### config.mk
export PLATFORM = sky130hd
export DESIGN_NAME = reel_stop_scheduler
export DESIGN_NICKNAME = d
export VERILOG_FILES = /design/src/rtl/sel_pkg.sv /design/src/rtl/tick_gen.sv /design/src/rtl/reel_stop_scheduler.sv
export SDC_FILE = /design/constraint.sdc
export NUM_CORES = 1
export LEC_CHECK = 0
export CELL_PAD_IN_SITES_DETAIL_PLACEMENT = 1
export CELL_PAD_IN_SITES_GLOBAL_PLACEMENT = 2
export CORE_MARGIN = 10
export CORE_UTILIZATION = 40
export CTS_CLUSTER_SIZE = 30
export DETAILED_ROUTE_END_ITERATION = 8
export DONT_BUFFER_PORTS = 1
export GPL_TIMING_DRIVEN = 0
export PLACE_DENSITY_LB_ADDON = 0.1
export SLEW_MARGIN = 20
export SYNTH_ARGS = -nofsm -noshare
export SYNTH_HDL_FRONTEND = slang
export SYNTH_SLANG_ARGS = --single-unit
### constraint.sdc
create_clock -name clk -period 4.47 [get_ports clk]
set_input_delay 0.894 -clock clk [delete_from_list [all_inputs] [get_ports clk]]
set_output_delay 0.894 -clock clk [all_outputs]
set_load 0.05 [all_outputs]
### src/rtl/sel_pkg.sv
// Shared types and default parameters for the seven-reel stop scheduler.
package sel_pkg;

    localparam int unsigned NUM_REELS = 7;
    localparam int unsigned CNT_W     = 28;
    localparam int unsigned TIMEOUT   = 250000000;

    // Field i is the tick period of reel i; reel 6 occupies the MSB field.
    localparam logic [NUM_REELS*CNT_W-1:0] DIV_TABLE = {
        28'd12500000, 28'd10000000, 28'd7500000, 28'd5000000,
        28'd2500000,  28'd2000000,  28'd1250000
    };

    typedef enum logic [1:0] {
        IDLE   = 2'd0,
        SPIN   = 2'd1,
        SETTLE = 2'd2,
        DONE   = 2'd3
    } state_t;

endpackage

### src/rtl/tick_gen.sv
// Per-reel tick enable: one registered pulse every DIV cycles while en is high.
module tick_gen #(
    parameter int unsigned        CNT_W = 28,
    parameter logic [CNT_W-1:0]   DIV   = CNT_W'(2)
) (
    input  logic clk,
    input  logic rst_n,
    input  logic en,
    output logic tick
);

    logic [CNT_W-1:0] r_cnt;
    logic             r_tick;
    logic             w_wrap;

    assign w_wrap = (r_cnt == DIV - CNT_W'(1));
    assign tick   = r_tick;

    // Counter is held at zero while the reel is stopped so a restart is phase-clean.
    always_ff @(posedge clk or negedge rst_n) begin
        if (!rst_n) begin
            r_cnt  <= '0;
            r_tick <= 1'b0;
        end else if (en) begin
            r_cnt  <= w_wrap ? '0 : r_cnt + CNT_W'(1);
            r_tick <= w_wrap;
        end else begin
            r_cnt  <= '0;
            r_tick <= 1'b0;
        end
    end

endmodule

### src/rtl/reel_stop_scheduler.sv
// Stop sequencer for the reel machine: stops reels from the top index down,
// each stop aligned to that reel's next tick, with an auto-stop timeout.
module reel_stop_scheduler #(
    parameter int unsigned                  NUM_REELS = sel_pkg::NUM_REELS,
    parameter int unsigned                  CNT_W     = sel_pkg::CNT_W,
    parameter logic [NUM_REELS*CNT_W-1:0]   DIV_TABLE = sel_pkg::DIV_TABLE,
    parameter int unsigned                  TIMEOUT   = sel_pkg::TIMEOUT
) (
    input  logic                 clk,
    input  logic                 rst_n,
    input  logic                 start,
    input  logic [NUM_REELS-1:0] stop_pulse,
    output logic [NUM_REELS-1:0] run,
    output logic [NUM_REELS-1:0] tick,
    output logic [2:0]           next_reel,
    output logic                 busy,
    output logic                 done
);
    import sel_pkg::*;

    localparam int unsigned      IDX_W = 3;
    localparam logic [IDX_W-1:0] LAST  = IDX_W'(NUM_REELS - 1);

    state_t               r_state,     w_state_nxt;
    logic [NUM_REELS-1:0] r_run,       w_run_nxt;
    logic [IDX_W-1:0]     r_next_reel, w_next_reel_nxt;
    logic                 r_busy,      w_busy_nxt;
    logic                 r_done,      w_done_nxt;
    logic [CNT_W-1:0]     r_tmo,       w_tmo_nxt;
    logic [NUM_REELS-1:0] w_tick;
    logic                 w_timeout;

    genvar gi;
    generate
        for (gi = 0; gi < NUM_REELS; gi++) begin : g_reel
            tick_gen #(
                .CNT_W (CNT_W),
                .DIV   (DIV_TABLE[gi*CNT_W +: CNT_W])
            ) u_tick (
                .clk   (clk),
                .rst_n (rst_n),
                .en    (r_run[gi]),
                .tick  (w_tick[gi])
            );
        end
    endgenerate

    assign w_timeout = (r_tmo == CNT_W'(TIMEOUT - 1));

    always_ff @(posedge clk or negedge rst_n) begin
        if (!rst_n) begin
            r_state     <= IDLE;
            r_run       <= '0;
            r_next_reel <= LAST;
            r_busy      <= 1'b0;
            r_done      <= 1'b0;
            r_tmo       <= '0;
        end else begin
            r_state     <= w_state_nxt;
            r_run       <= w_run_nxt;
            r_next_reel <= w_next_reel_nxt;
            r_busy      <= w_busy_nxt;
            r_done      <= w_done_nxt;
            r_tmo       <= w_tmo_nxt;
        end
    end

    always_comb begin
        w_state_nxt     = r_state;
        w_run_nxt       = r_run;
        w_next_reel_nxt = r_next_reel;
        w_busy_nxt      = r_busy;
        w_done_nxt      = 1'b0;
        w_tmo_nxt       = r_tmo;

        case (r_state)
            IDLE: begin
                if (start) begin
                    w_state_nxt     = SPIN;
                    w_run_nxt       = '1;
                    w_busy_nxt      = 1'b1;
                    w_tmo_nxt       = '0;
                    w_next_reel_nxt = LAST;
                end
            end
            SPIN: begin
                w_tmo_nxt = r_tmo + CNT_W'(1);
                if (stop_pulse[r_next_reel] || w_timeout) begin
                    w_state_nxt = SETTLE;
                end
            end
            SETTLE: begin
                // The final tick still goes out; run drops on the edge that follows it.
                if (w_tick[r_next_reel]) begin
                    w_run_nxt[r_next_reel] = 1'b0;
                    if (r_next_reel == '0) begin
                        w_state_nxt     = DONE;
                        w_done_nxt      = 1'b1;
                        w_busy_nxt      = 1'b0;
                        w_next_reel_nxt = LAST;
                    end else begin
                        w_state_nxt     = SPIN;
                        w_next_reel_nxt = r_next_reel - IDX_W'(1);
                        w_tmo_nxt       = '0;
                    end
                end
            end
            DONE: begin
                w_state_nxt = IDLE;
            end
            default: begin
                w_state_nxt = IDLE;
            end
        endcase
    end

    assign run       = r_run;
    assign tick      = w_tick;
    assign next_reel = r_next_reel;
    assign busy      = r_busy;
    assign done      = r_done;

endmodule

== After elaboration in Yosys (flattened, before gate mapping) ==
Cells that the tools add are included.

* $add $sub $neg: 9
* $mul: 0
* Divide/modulo/power cells: 0
* Order comparisons: 2
* Equal/unequal tests: 16
* Shift operators: 0
* Muxes and demuxes: 50
* Bitwise gates (word level): 2
* Reductions and logical operators: 10

{| class="wikitable"
|+ Operators with widths
! operator !! number
|-
| $mux 28 || 17
|-
| $add 28x1->28 const B || 8
|-
| $pmux 28 s3 || 1
|-
| $eq 28x21->1 const B || 2
|-
| $eq 28x23->1 const B || 2
|-
| $eq 28x24->1 const B || 2
|-
| $eq 28x22->1 const B || 1
|-
| $eq 28x28->1 const B || 1
|-
| $mux 1 || 16
|-
| $mux 7 || 2
|-
| $pmux 7 s2 || 1
|-
| $ne 2x2->1 const B || 5
|-
| $mux 3 || 3
|-
| $mux 2 || 4
|-
| $pmux 2 s4 || 1
|-
| $reduce_and 4->1 || 2
|-
| $and 7x7->7 || 1
|-
| $not 7->7 || 1
|-
| $bmux 1 s3 || 2
|-
| $pmux 3 s2 || 1
|-
| $reduce_and 3->1 || 2
|-
| $eq 2x2->1 const B || 2
|-
| $lt 3x4->1 const B || 1
|-
| $demux 1 s3 || 1
|-
| other kinds (10) || 10
|}

* Flip-flop bits (word level): 245
* Bits in latches: 0
* RAM bits: 0
* Memory bits (read-only): 0
* Input port bits: 10
* Output and inout port bits: 19
* Word-level logic and storage cells: 109
* Memories kept: 0

== Longest topological paths before layout ==
* Word-level depth: 8
* Depth in mapped cells: 9
* Mapped depth without buffers: 7

== By module ==
From an unflattened synthesis, not the netlist that was laid out.

* Cell total of the unflattened synthesis: 1422
* Area total of the unflattened synthesis: 13426.6 µm²

{| class="wikitable"
|+ By module, submodules not included
! module !! times used !! cells an instance !! area an instance (µm²) !! seq. area each (µm²)
|-
| reel_stop_scheduler || 1 || 271 || 2423.6 || 1053.5
|-
| tick_gen at g_reel[4].u_tick || 1 || 176 || 1662.8 || 725.7
|-
| tick_gen at g_reel[5].u_tick || 1 || 168 || 1601.5 || 725.7
|-
| tick_gen at g_reel[3].u_tick || 1 || 168 || 1584.0 || 725.7
|-
| tick_gen at g_reel[2].u_tick || 1 || 162 || 1571.5 || 725.7
|-
| tick_gen at g_reel[6].u_tick || 1 || 160 || 1564.0 || 725.7
|-
| tick_gen at g_reel[1].u_tick || 1 || 156 || 1521.5 || 725.7
|-
| tick_gen at g_reel[0].u_tick || 1 || 161 || 1497.7 || 725.7
|}

== Worst setup path after synthesis ==
OpenSTA, ideal clock, no wires.

* Path type: register -> register
* Start point: register r_next_reel[0], in the netlist next_reel[0]
* End point: register r_tmo[23]
* Library setup time: 78 ps
* Data arrival time: 2360 ps
* Required time: 4392 ps
* Path slack: 2033 ps
* Stages on the path, launching flop included: 9
* Path buffers: 1
* Clock period less this slack: 2437 ps
* Cell sequence: dfrtp_1 > buf_6 > inv_1 > ha_1 > nor2b_1 > o21ai_1 > nand4_2 > or4_1 > a21oi_1

* Word-level cells in the longest chain between the ends: 4
* Elaborated cells between the ends (all ways): 6
* Those cells by class: eq/ne: 2; mux: 2; reduce/logical: 2

{| class="wikitable"
|+ RTL lines
! element !! line !! RTL
|-
| start: declaration || reel_stop_scheduler.sv:26 || <nowiki>logic [IDX_W-1:0] r_next_reel, w_next_reel_nxt;</nowiki>
|-
| start signal: assignment || reel_stop_scheduler.sv:61 || <nowiki>r_next_reel <= w_next_reel_nxt;</nowiki>
|-
| $bmux 1 s3 || reel_stop_scheduler.sv:94 || <nowiki>if (w_tick[r_next_reel]) begin</nowiki>
|-
| $mux 1 (implied by the code) || reel_stop_scheduler.sv:94 ||
|-
| $ne 2x2->1 (no line) || - ||
|-
| $reduce_and 4->1 (no line) * || - ||
|-
| end signal: assignment || reel_stop_scheduler.sv:64 || <nowiki>r_tmo <= w_tmo_nxt;</nowiki>
|-
| end: declaration || reel_stop_scheduler.sv:29 || <nowiki>logic [CNT_W-1:0] r_tmo, w_tmo_nxt;</nowiki>
|}

Mark *: on every way between the ends. The rest lies on a longest branch, timed or not. The select of a mux whose other input is x is not followed.
A chain may end at the register's enable or synchronous reset.

== Final worst setup path ==
* Start point: register r_next_reel[0], in the netlist next_reel[0]
* End point: register r_tmo[27]

Same word-level chain as after synthesis.

==> results.yml <==
critical_path:
  path_max_fanout: 10
  worstSetupPathType: "reg2reg"
  cp-startpoint: "next_reel[0]"
  path_cells: "buf_6 > inv_1 > ha_1 > nor2b_1 > o21ai_1 > nand4_2 > or4_1 > a21oi_1"
  cpMaxStageDelayCell: "dfrtp_1"
  cpLargestDelayFamily: "simple AND/OR/NAND/NOR gates"
  end_kind: "register"
  startpoint_type: "register"
  reg2reg_from: "next_reel[0]"
  worstPathArrival_ns: 3.36
  critPathBufInv: 2
  cp.required_ns: 4.94
  cp_slowest_stage_delay_ns: 0.73
layout:
  area_delta_synth_final_pct: 12.6
  fin_util_pct: 45.7
  antenna_cells: 0
  layout.cells.most_common_list: "dfrtp_1 (243), nor2_1 (233), nand3_1 (99), xor2_1 (98), xnor2_1 (78)"
  drive_above_1_share_pct: 8.11
  mostFrequentLayoutCell: "dfrtp_1"
  finalInstanceArea_um2: 14000
  nNetsFinal: 1365
synthesis:
  synth_xor_area_share_pct: 12.4
  synth.distinct_cells: 59
  synth-compound-area-share_pct: 4.77
  synthArstFlopShare_pct: 100
  synth_warnings: 0
  synth_edf_count: 0
  ys.flop_type: "dfrtp_1"
  synth_area_um2: 12400
  synth-simple-area-share_pct: 28.1
  synthAdderAreaFrac_pct: 1.01
  ys_ff_latch: 245
  syn-num-nets: 1333
  synth_mux_area_share_pct: 0.804
  syn_inst: 1313
  ys_seq_area_share_pct: 49.3
  synth_top_family_by_area: "simple AND/OR/NAND/NOR gates"
  avgSynthCellArea_um2: 9.48
pwr:
  ir_drop_mv: 0.288
  p_leak_uw: 0.00601
  powerDensity_nw_per_um2: 457
global_routing:
  antenna_found_initial: 0
  grt_pass1_wl_um: 50800
  grt_pass1_vias: 9848
  overflow: 0
  grt_use_total_pct: 15.4
  grt_max_degree: 246
die:
  die_area_um2: 38600
  design.core.area_um2: 30700
  start_util_pct: 40.6
  die_height_um: 196
  die_w_um: 196
  rows: 64
  io_pins: 29
timing:
  finalCritPeriodShare_pct: 64.6
  final.min_clock_period_ns: 2.89
  tightest_slew_ns: 1.10
  fin_skew_ns: 0.0143
  hold_ws_ns: 0.0475
  maxSlewHeadroom_pct: 26.4
  setup_viol: 0
  finalHoldViolations: 0
  rsz0062_at_grt: "false"
  drv_slew: 0
  timing.fmax_ghz: 0.346
  tns_ns: 0
place:
  place.port_buffers: 0
  place.gp.congestion: 0.767
  place_area_um2: 12900
  dpl.hpwl_um: 20100
cts:
  root_buffer: "clkbuf_16"
  cts_buffers: 30
  clk_pin_slew_ns: 0.06
  htreeDepth: 1
  cts_tree: "yes"
  clock_sinks: 245
  clk_latency_ns: 0.55
  post_cts_resized: 0
  post_cts.repair.setup_buffers: 0
  cts.path.max_buffers: 3
  ctsHoldBuffers: 0
routing:
  wl_met3_um: 983
  drtPass1Iterations: 4
  wl_met1_um: 14600
  met2_length_um: 13700
  drt_iter0_drc: 352
  drc: 0
  vias: 9427
  viasPerCell: 5.34
  wl_per_cell_um: 16.8
  wl_um: 29700
  ant_nets: 0
  highest_layer: "met4"
hold_path:
  hold_class: "in2async"
status:
  status: "complete, no violations"
flow_run:
  timing.max_cap.violations: 0
area by class of cell:
cell class | instances | area [µm²]
Fill cell | 3535 | 16700
Sequential cell | 245 | 6130
Multi-Input combinational cell | 974 | 5860
Clock buffer | 36 | 845
Tap cell | 396 | 495
Buffer | 65 | 348
Clock inverter | 20 | 224
Inverter | 29 | 109
where the power goes:
part / leakage (µW) / switching (µW) / internal [µW]
Combinational: 0.00221 / 685 / 411
Clock: 0.000507 / 982 / 1580
Sequential: 0.00330 / 284 / 2470
through the flow:
step / setup WS [ns] / std cells / total power [µW]
floorplan: 2.03 / 1313 / 3580
global placement: 1.63 / 1709 / 3870
detailed placement: 1.57 / 1709 / 3900
CTS: 1.55 / 1765 / 6520
global route: 1.42 / 1765 / 6780
finish: 1.58 / 1765 / 6410
sequential cells by signal, summed over array words and instances (netlist names):
signal / cells
done: 1
r_state: 2
busy: 1
next_reel: 3
g_reel.u_tick.r_cnt: 196
run: 7
r_tmo: 28
g_reel.u_tick.tick: 7
final timing paths:
kind | end | slack, ns | depth (start not counted)
max | r_tmo[27] | 1.58 | 8
min | g_reel[1].u_tick.r_cnt[17] | 0.05 | 0
max reg2reg | r_tmo[27] | 1.58 | 8
min reg2reg | g_reel[2].u_tick.r_cnt[0] | 0.47 | 1
max in group asynchronous | g_reel[6].u_tick.r_cnt[17] | 4.01 | 0
min in group clk | g_reel[2].u_tick.r_cnt[0] | 0.47 | 1
cells in the mapped netlist (4+ instances only):
master | n | area share [%]
clkbuf_1 | 24 | 0.72
xnor2_1 | 78 | 5.5
nor2_1 | 233 | 7.0
nor4b_1 | 10 | 0.70
and3_1 | 25 | 1.3
ha_1 | 10 | 1.0
nor4_1 | 41 | 2.1
dfrtp_1 | 243 | 49
buf_4 | 17 | 1.0
and2_1 | 21 | 1.1
a21oi_1 | 28 | 1.1
nor2b_1 | 7 | 0.35
o21ai_1 | 17 | 0.68
or4_1 | 10 | 0.60
mux2i_1 | 4 | 0.32
inv_1 | 29 | 0.87
nand3_1 | 99 | 4.0
nand2b_1 | 10 | 0.50
buf_2 | 14 | 0.56
nand4_1 | 65 | 3.3
and4_1 | 22 | 1.5
o21ai_0 | 16 | 0.64
xor2_1 | 98 | 6.9
a31oi_1 | 7 | 0.35
nand2_1 | 70 | 2.1
buf_1 | 7 | 0.21
o31ai_1 | 13 | 0.78
nor3_1 | 37 | 1.5
or3_1 | 11 | 0.55
cells by family (layout without fill, tap and decap cells):
| logic type | count (synthesis) | count (layout) |
|---|---|---|
| AND/OR/NAND/NOR | 682 | 682 |
| flip-flops | 245 | 245 |
| XOR/XNOR | 176 | 176 |
| AO/OA/AOI/OAI | 98 | 98 |
| buffers and inverters | 94 | 150 |
| adder cells (fa/ha/maj) | 10 | 10 |
| multiplexers | 8 | 8 |
routing by layer:
layer	up-vias	global-route usage, %
met5	-	0
li1	4635	-
met3	25	2.46
met1	4699	21.5
met4	0	3.05
met2	68	24.8
Note: power is estimated with default switching activity, not from simulation.
